--- src/rtl/rst_seq_pkg.sv ---
// Shared types and default sizing for the staged domain reset sequencer.
package rst_seq_pkg;

  typedef enum logic [1:0] {
    S_HOLD    = 2'd0,
    S_RELEASE = 2'd1,
    S_RUN     = 2'd2
  } seq_state_e;

  localparam int DEF_SYNC_STAGES = 3;
  localparam int DEF_NUM_STAGES  = 4;
  localparam int DEF_STAGE_GAP   = 16;

endpackage

--- src/rtl/rst_sync_cell.sv ---
// Multi-flop synchronizer for one asynchronous level input; clears to 0 asynchronously.
module rst_sync_cell #(
  parameter int DEPTH = 2
) (
  input  logic i_clk,
  input  logic i_clr,
  input  logic i_d,
  output logic o_q
);

  logic [DEPTH-1:0] r_chain;

  always_ff @(posedge i_clk or posedge i_clr) begin
    if (i_clr) begin
      r_chain <= '0;
    end else begin
      r_chain <= {r_chain[DEPTH-2:0], i_d};
    end
  end

  assign o_q = r_chain[DEPTH-1];

endmodule

--- src/rtl/rst_domain_sequencer.sv ---
// Staged reset release for one clock domain: HOLD -> RELEASE (one stage per gap) -> RUN.
// Define RST_SEQ_LOCK_MON_EN to gate release on PLL lock and abort/flag on lock loss.
module rst_domain_sequencer
  import rst_seq_pkg::*;
#(
  parameter int SYNC_STAGES = DEF_SYNC_STAGES,
  parameter int NUM_STAGES  = DEF_NUM_STAGES,
  parameter int STAGE_GAP   = DEF_STAGE_GAP
) (
  input  logic                  clk_in,
  input  logic                  rst_in,
  input  logic                  por_rst_n_in,
  input  logic                  pll_locked_in,
  output logic [NUM_STAGES-1:0] stage_rst_out,
  output logic                  seq_done_out,
  output logic                  lock_lost_out
);

  localparam int IDX_W = (NUM_STAGES > 1) ? $clog2(NUM_STAGES) : 1;
  localparam int CNT_W = $clog2(STAGE_GAP + 1);
  localparam logic [IDX_W-1:0] LAST_IDX = IDX_W'(NUM_STAGES - 1);
  localparam logic [CNT_W-1:0] GAP_END  = CNT_W'(STAGE_GAP - 1);

  seq_state_e             r_state;
  logic [IDX_W-1:0]       r_idx;
  logic [CNT_W-1:0]       r_cnt;
  logic [NUM_STAGES-1:0]  r_stage_rst;
  logic                   r_done;
  logic                   r_lock_lost;

  seq_state_e             w_state_next;
  logic [IDX_W-1:0]       w_idx_next;
  logic [CNT_W-1:0]       w_cnt_next;
  logic [NUM_STAGES-1:0]  w_stage_next;
  logic                   w_req;
  logic                   w_abort;
  logic                   w_lost_evt;

  rst_sync_cell #(.DEPTH(SYNC_STAGES)) u_req_sync (
    .i_clk (clk_in),
    .i_clr (rst_in),
    .i_d   (por_rst_n_in),
    .o_q   (w_req)
  );

`ifdef RST_SEQ_LOCK_MON_EN
  logic w_lock;

  rst_sync_cell #(.DEPTH(SYNC_STAGES)) u_lock_sync (
    .i_clk (clk_in),
    .i_clr (rst_in),
    .i_d   (pll_locked_in),
    .o_q   (w_lock)
  );

  // In HOLD a missing lock simply keeps us in HOLD, so one abort term covers all states.
  assign w_abort    = ~w_req | ~w_lock;
  assign w_lost_evt = (r_state == S_RUN) & ~w_lock;
`else
  logic w_unused_pll;

  assign w_unused_pll = pll_locked_in;
  assign w_abort      = ~w_req;
  assign w_lost_evt   = 1'b0;
`endif

  always_comb begin
    w_state_next = r_state;
    w_idx_next   = r_idx;
    w_cnt_next   = r_cnt;
    if (w_abort) begin
      w_state_next = S_HOLD;
      w_idx_next   = '0;
      w_cnt_next   = '0;
    end else begin
      case (r_state)
        S_HOLD: begin
          w_state_next = S_RELEASE;
          w_idx_next   = '0;
          w_cnt_next   = '0;
        end
        S_RELEASE: begin
          if (r_cnt == GAP_END) begin
            w_cnt_next = '0;
            if (r_idx == LAST_IDX) begin
              w_state_next = S_RUN;
            end else begin
              w_idx_next = r_idx + IDX_W'(1);
            end
          end else begin
            w_cnt_next = r_cnt + CNT_W'(1);
          end
        end
        S_RUN: begin
          w_state_next = S_RUN;
        end
        default: begin
          w_state_next = S_HOLD;
          w_idx_next   = '0;
          w_cnt_next   = '0;
        end
      endcase
    end
  end

  // Stage k is held while in HOLD, or in RELEASE while k is beyond the last released index.
  always_comb begin
    w_stage_next = '0;
    for (int k = 0; k < NUM_STAGES; k++) begin
      w_stage_next[k] = (w_state_next == S_HOLD) ||
                        ((w_state_next == S_RELEASE) && (k > int'(w_idx_next)));
    end
  end

  always_ff @(posedge clk_in or posedge rst_in) begin
    if (rst_in) begin
      r_state     <= S_HOLD;
      r_idx       <= '0;
      r_cnt       <= '0;
      r_stage_rst <= '1;
      r_done      <= 1'b0;
      r_lock_lost <= 1'b0;
    end else begin
      r_state     <= w_state_next;
      r_idx       <= w_idx_next;
      r_cnt       <= w_cnt_next;
      r_stage_rst <= w_stage_next;
      r_done      <= (w_state_next == S_RUN);
      r_lock_lost <= w_lost_evt;
    end
  end

  assign stage_rst_out = r_stage_rst;
  assign seq_done_out  = r_done;
  assign lock_lost_out = r_lock_lost;

endmodule

--- config.mk ---
export PLATFORM = sky130hd
export DESIGN_NAME = rst_domain_sequencer
export DESIGN_NICKNAME = d
export VERILOG_FILES = /design/src/rtl/rst_seq_pkg.sv /design/src/rtl/rst_sync_cell.sv /design/src/rtl/rst_domain_sequencer.sv
export SDC_FILE = /design/constraint.sdc
export NUM_CORES = 1
export LEC_CHECK = 0
export ABC_AREA = 1
export CAP_MARGIN = 10
export CELL_PAD_IN_SITES_DETAIL_PLACEMENT = 0
export CELL_PAD_IN_SITES_GLOBAL_PLACEMENT = 1
export CORE_UTILIZATION = 31
export DETAILED_ROUTE_END_ITERATION = 7
export HOLD_SLACK_MARGIN = 0.12
export PLACE_DENSITY = 0.69
export SLEW_MARGIN = 0
export SYNTH_ARGS = -nofsm -noshare
export SYNTH_HDL_FRONTEND = slang
export SYNTH_SLANG_ARGS = --single-unit
--- constraint.sdc ---
create_clock -name clk_in -period 1.8 [get_ports clk_in]
set_input_delay 0.18 -clock clk_in [delete_from_list [all_inputs] [get_ports clk_in]]
set_output_delay 0.18 -clock clk_in [all_outputs]
set_load 0.02 [all_outputs]
# Word level (Yosys, flattened, before mapping)
# Index checks and enable logic that the tools add are counted.
# classes
n_addsub	2
magnitude_cmp	3
n_eq_ne	7
n_mux	11
n_reduce_logical	8
# ops
operator	count
2-bit 2-to-1 mux	6
5-bit 2-to-1 mux	2
5-bit case mux with 2 select lines	1
2-bit equality test (second input constant)	3
2-bit case mux with 3 select lines	1
5-bit by 1-bit adder with 5-bit output (second input constant)	1
5-bit by 4-bit equality test with 1-bit output (second input constant)	1
2-bit by 1-bit equality test with 1-bit output (second input constant)	2
2-bit greater-than comparator (first input constant)	2
2-bit zero test	2
2-bit case mux with 2 select lines	1
1-bit logical AND	3
1-bit logical OR	3
2-bit by 1-bit adder with 2-bit output (second input constant)	1
1-bit by 2-bit greater-than comparator with 1-bit output (first input constant)	1
2-bit != test (second input constant)	1
# word_totals
reg_bits	17
in_bits	4
output_inout_bits	6

# Depth between registers and ports, before layout
# depth
depth_word	8
ltp_mapped	11
depth_no_buf	11

# Hierarchy
# A second synthesis with hierarchy kept.
# unflattened
cells_unflattened	97
area_unflattened_um2	843.3
# modules_own_cells
module	n_inst	cells_each	area_per_inst_um2
rst_domain_sequencer	1	93	764.5
rst_sync_cell	1	4	78.8

# Worst setup path after synthesis
# No wires, ideal clock.
# synth_timing
path_kind	reg2reg
startpoint	register r_state[1]
endpoint	register r_stage_rst[3], in the netlist stage_rst_out[3]
setup_ns	0.084
t_arrival_ns	1.244
path_slack_ns	0.472
stages_incl_launch_ff	8
synth_period_minus_slack_ns	1.328
cell_sequence	dfrtp_1 > inv_1 > ha_1 > inv_1 > a21oi_1 > nand2_2 > o21ai_2 > o21ai_1
# synth_between
elab_chain_cells	7
elab_cells_between_ends	14
classes_between	order compare: 1; eq/ne: 3; mux: 6; reduce/logical: 4
# synth_lines
element	line_no	rtl
start, declared	rst_domain_sequencer.sv:24	seq_state_e r_state;
start signal, assigned	rst_domain_sequencer.sv:124	r_state <= w_state_next;
2-bit 2-to-1 mux	rst_domain_sequencer.sv:85	if (r_idx == LAST_IDX) begin
2-bit 2-to-1 mux	rst_domain_sequencer.sv:83	if (r_cnt == GAP_END) begin
2-bit case mux with 3 select lines	rst_domain_sequencer.sv:76	case (r_state)
2-bit 2-to-1 mux	rst_domain_sequencer.sv:71	if (w_abort) begin
2-bit by 1-bit equality test with 1-bit output	rst_domain_sequencer.sv:111	((w_state_next == S_RELEASE) && (k > int'(w_idx_next)));
1-bit logical AND	rst_domain_sequencer.sv:111	
1-bit logical OR (*)	rst_domain_sequencer.sv:110	w_stage_next[k] = (w_state_next == S_HOLD) ||
net w_stage_next[3]	rst_domain_sequencer.sv:34	logic [NUM_STAGES-1:0] w_stage_next;
end signal, assigned	rst_domain_sequencer.sv:127	r_stage_rst <= w_stage_next;
end, declared	rst_domain_sequencer.sv:27	logic [NUM_STAGES-1:0] r_stage_rst;
# Mark *: on every way through the listed nets, which the timed path passes. The rest lies on a longest branch.
# A chain may end at the register's enable or synchronous reset.

# Final worst setup path
# layout_timing
startpoint	register r_stage_rst[2], in the netlist stage_rst_out[2]
endpoint	output port stage_rst_out[2]
# layout_rtl
element	line_no	rtl
end, declared	rst_domain_sequencer.sv:14	output logic [NUM_STAGES-1:0] stage_rst_out,
# No word-level cell between the ends.

==> results.cfg <==
[status]
status = finished clean

[floorplan]
start_util_pct = 33.2
io_pins = 10
core_um2 = 2520
die_h_um = 54.0
dieArea_um2 = 2910
rows = 18
fp.dieW_um = 54.0

[finish]
fillCellCount = 279
antenna_cells = 0
final_core_util_pct = 38.2
drive_gt1_share_pct = 17.8
areaGrowthSynthToFinish_pct = 15.1
nets = 111
final_area_um2 = 963

[cts]
hold_buffers = 0
cts.sinks = 17
cts_tree = built
cts_resized = 0
clock_latency_ns = 0.28
path_clk_slew_ns = 0.09
cts_buffer_depth = 2
cts-htree-levels = 1
cts-buffers-inserted = 3
root_buffer = clkbuf_4
post_cts_buffers = 0

[sta]
relSlewSlack_pct = 58.5
max_freq_ghz = 0.630
finClkSkew_ns = 0.00813
period_share_pct = 88.2
grt_setup_unrepaired = no
finalSetupTns_ns = 0
final_max_slew_viol_count = 0
final.min_clock_period_ns = 1.59
setup_ws_ns = 0.212
setup_violations = 0
hold_viol = 0
tightest_slew_ns = 0.621

[global_route]
grt_usage_pct = 11.6
antenna_found_initial = 0
grt_start_max_net_pins = 18
grt_pass1_vias = 572
grt-ovfl-total = 0
grt_pass1_wl_mm = 2.35

[placement]
io_buffers = 7
placed_area_um2 = 937
post-place-ws_ns = 0.291
hpwl_mm = 1.02
place_congestion = 0.713

[worst_setup_path]
worstSetupStartpointType = register
cp.required_ns = 1.62
critPathArrivalTime_ns = 1.41
cp_top_family = buffers and inverters
cp_slowest_stage_delay_ns = 0.59
crit_chain = clkdlybuf4s50_1
ff2ff_path_depth = 6
worst_setup_path_end_kind = primary output
critical_path_class = register to primary output
crit_buf_inv = 1
critPathMaxFanout = 1
critPathSlowestCell = clkdlybuf4s50_1
path_depth = 1

[detailed_routing]
wl_met1_um = 632
wl_met2_um = 595
via_per_inst = 4.37
wl_mm = 1.30
wl_per_cell_um = 9.92
drtIter0Drc = 7
wl_met3_um = 42
num_vias = 573
dr.pass1.iters = 4
ant_nets = 0
highest_layer = met4
drc = 0

[power]
p_leak_uw = 0.000504
power_uw = 643
power_density_nw_per_um2 = 667
ir_worst_vdd_v = 0.000542

[synth]
yosysSeqAreaShare_pct = 51.4
yosys_warnings = 0
netlist_area_um2 = 837
synth_seq_cells = 17
synth_nets = 100
ys_types = 24
synth_cells = 91
syn_area_per_cell_um2 = 9.20

[job]
drv_cap = 0

[worst_hold_path]
hp-class = input pin to async pin
-- cells in the mapped netlist --
library cell	n	area (um^2)
o21ai_0	1	5.00
o22ai_1	1	6.26
ha_1	5	62.6
dfstp_2	4	105
o21bai_1	2	15.0
nand4_1	1	6.26
a21oi_2	1	8.76
nor2_4	1	11.3
nand2_1	16	60.1
nor2_2	1	6.26
inv_1	20	75.1
nor2_1	3	11.3
nor3_1	1	5.00
dfrtp_1	13	325
a22o_1	1	8.76
buf_4	1	7.51
o21ai_1	1	5.00
a21oi_1	5	25.0
nand2_2	5	31.3
conb_1	1	3.75
nand3_2	2	20.0
o21ai_2	1	8.76
nand3_1	3	15.0
xor2_1	1	8.76
-- through the flow --
step,hold WS [ns],instances
after floorplan,0.103,91
after global placement,0.342,127
after detailed placement,0.337,127
after CTS,0.291,131
after global routing,0.332,131
final,0.269,131
-- report_power, final --
part	leakage [uW]	internal, uW	switching [uW]
logic	0.000275	17.9	32.0
clock network	0.0000150	86.0	108
registers	0.000215	392	6.74
-- metal layers --
metal,vias up,track usage [%]
met2,9,18.3
met4,0,6.58
met3,5,3.11
li1,297,-
met5,-,0
met1,262,14.2
-- cells in the final DEF, fill, tap and decap left out, types with 2 or more instances in the layout --
master,netlist,final
nand2_2,5,5
inv_1,20,20
nand3_2,2,2
ha_1,5,5
clkbuf_4,0,3
dfstp_2,4,4
dfrtp_1,13,13
nand2_1,16,16
a21oi_1,5,5
o21bai_1,2,2
clkdlybuf4s50_1,0,7
nand3_1,3,3
nor2_1,3,3
-- logic make-up after synthesis --
kind of cell | share of synthesized area [%]
flops | 51.4
other cells | 0.448
buf+inv | 9.87
compound gates | 9.86
fa+ha+maj | 7.47
xor+xnor | 1.05
simple gates | 19.9
-- worst register-to-register path, cell delays in order (launching register included) --
cell	delay (ns)
dfrtp_1	0.42
inv_1	0.12
ha_1	0.29
nand2_1	0.10
nor3_1	0.27
inv_1	0.09
o21ai_0	0.15
-- flip-flops by register name (all words and copies together) (netlist names) --
name                count
u_req_sync.r_chain      3
r_cnt                   5
r_state                 2
stage_rst_out           4
seq_done_out            1
r_idx                   2
-- area by class of cell --
cell class | count | area (um^2) | area share (%)
clock buffer | 4 | 26.3 | 2.73
inverter | 20 | 75.1 | 7.79
multi-input combinational | 53 | 324 | 33.6
sequential | 17 | 430 | 44.7
tap | 30 | 37.5 | 3.90
timing repair buffer | 7 | 70.1 | 7.27
-- worst paths after layout --
kind / end / startpoint / slack, ns
min in group clk_in: u_req_sync.r_chain[0] / por_rst_n_in / 0.33
worst max-delay path: stage_rst_out[2] / stage_rst_out[2] / 0.21
worst min register to register: u_req_sync.r_chain[2] / u_req_sync.r_chain[1] / 0.36
worst min-delay path: r_cnt[1] / rst_in / 0.27
worst max register to register: r_cnt[0] / r_state[1] / 0.30
max in group asynchronous: r_idx[0] / rst_in / 1.12
(Power assumes the default switching activity.)
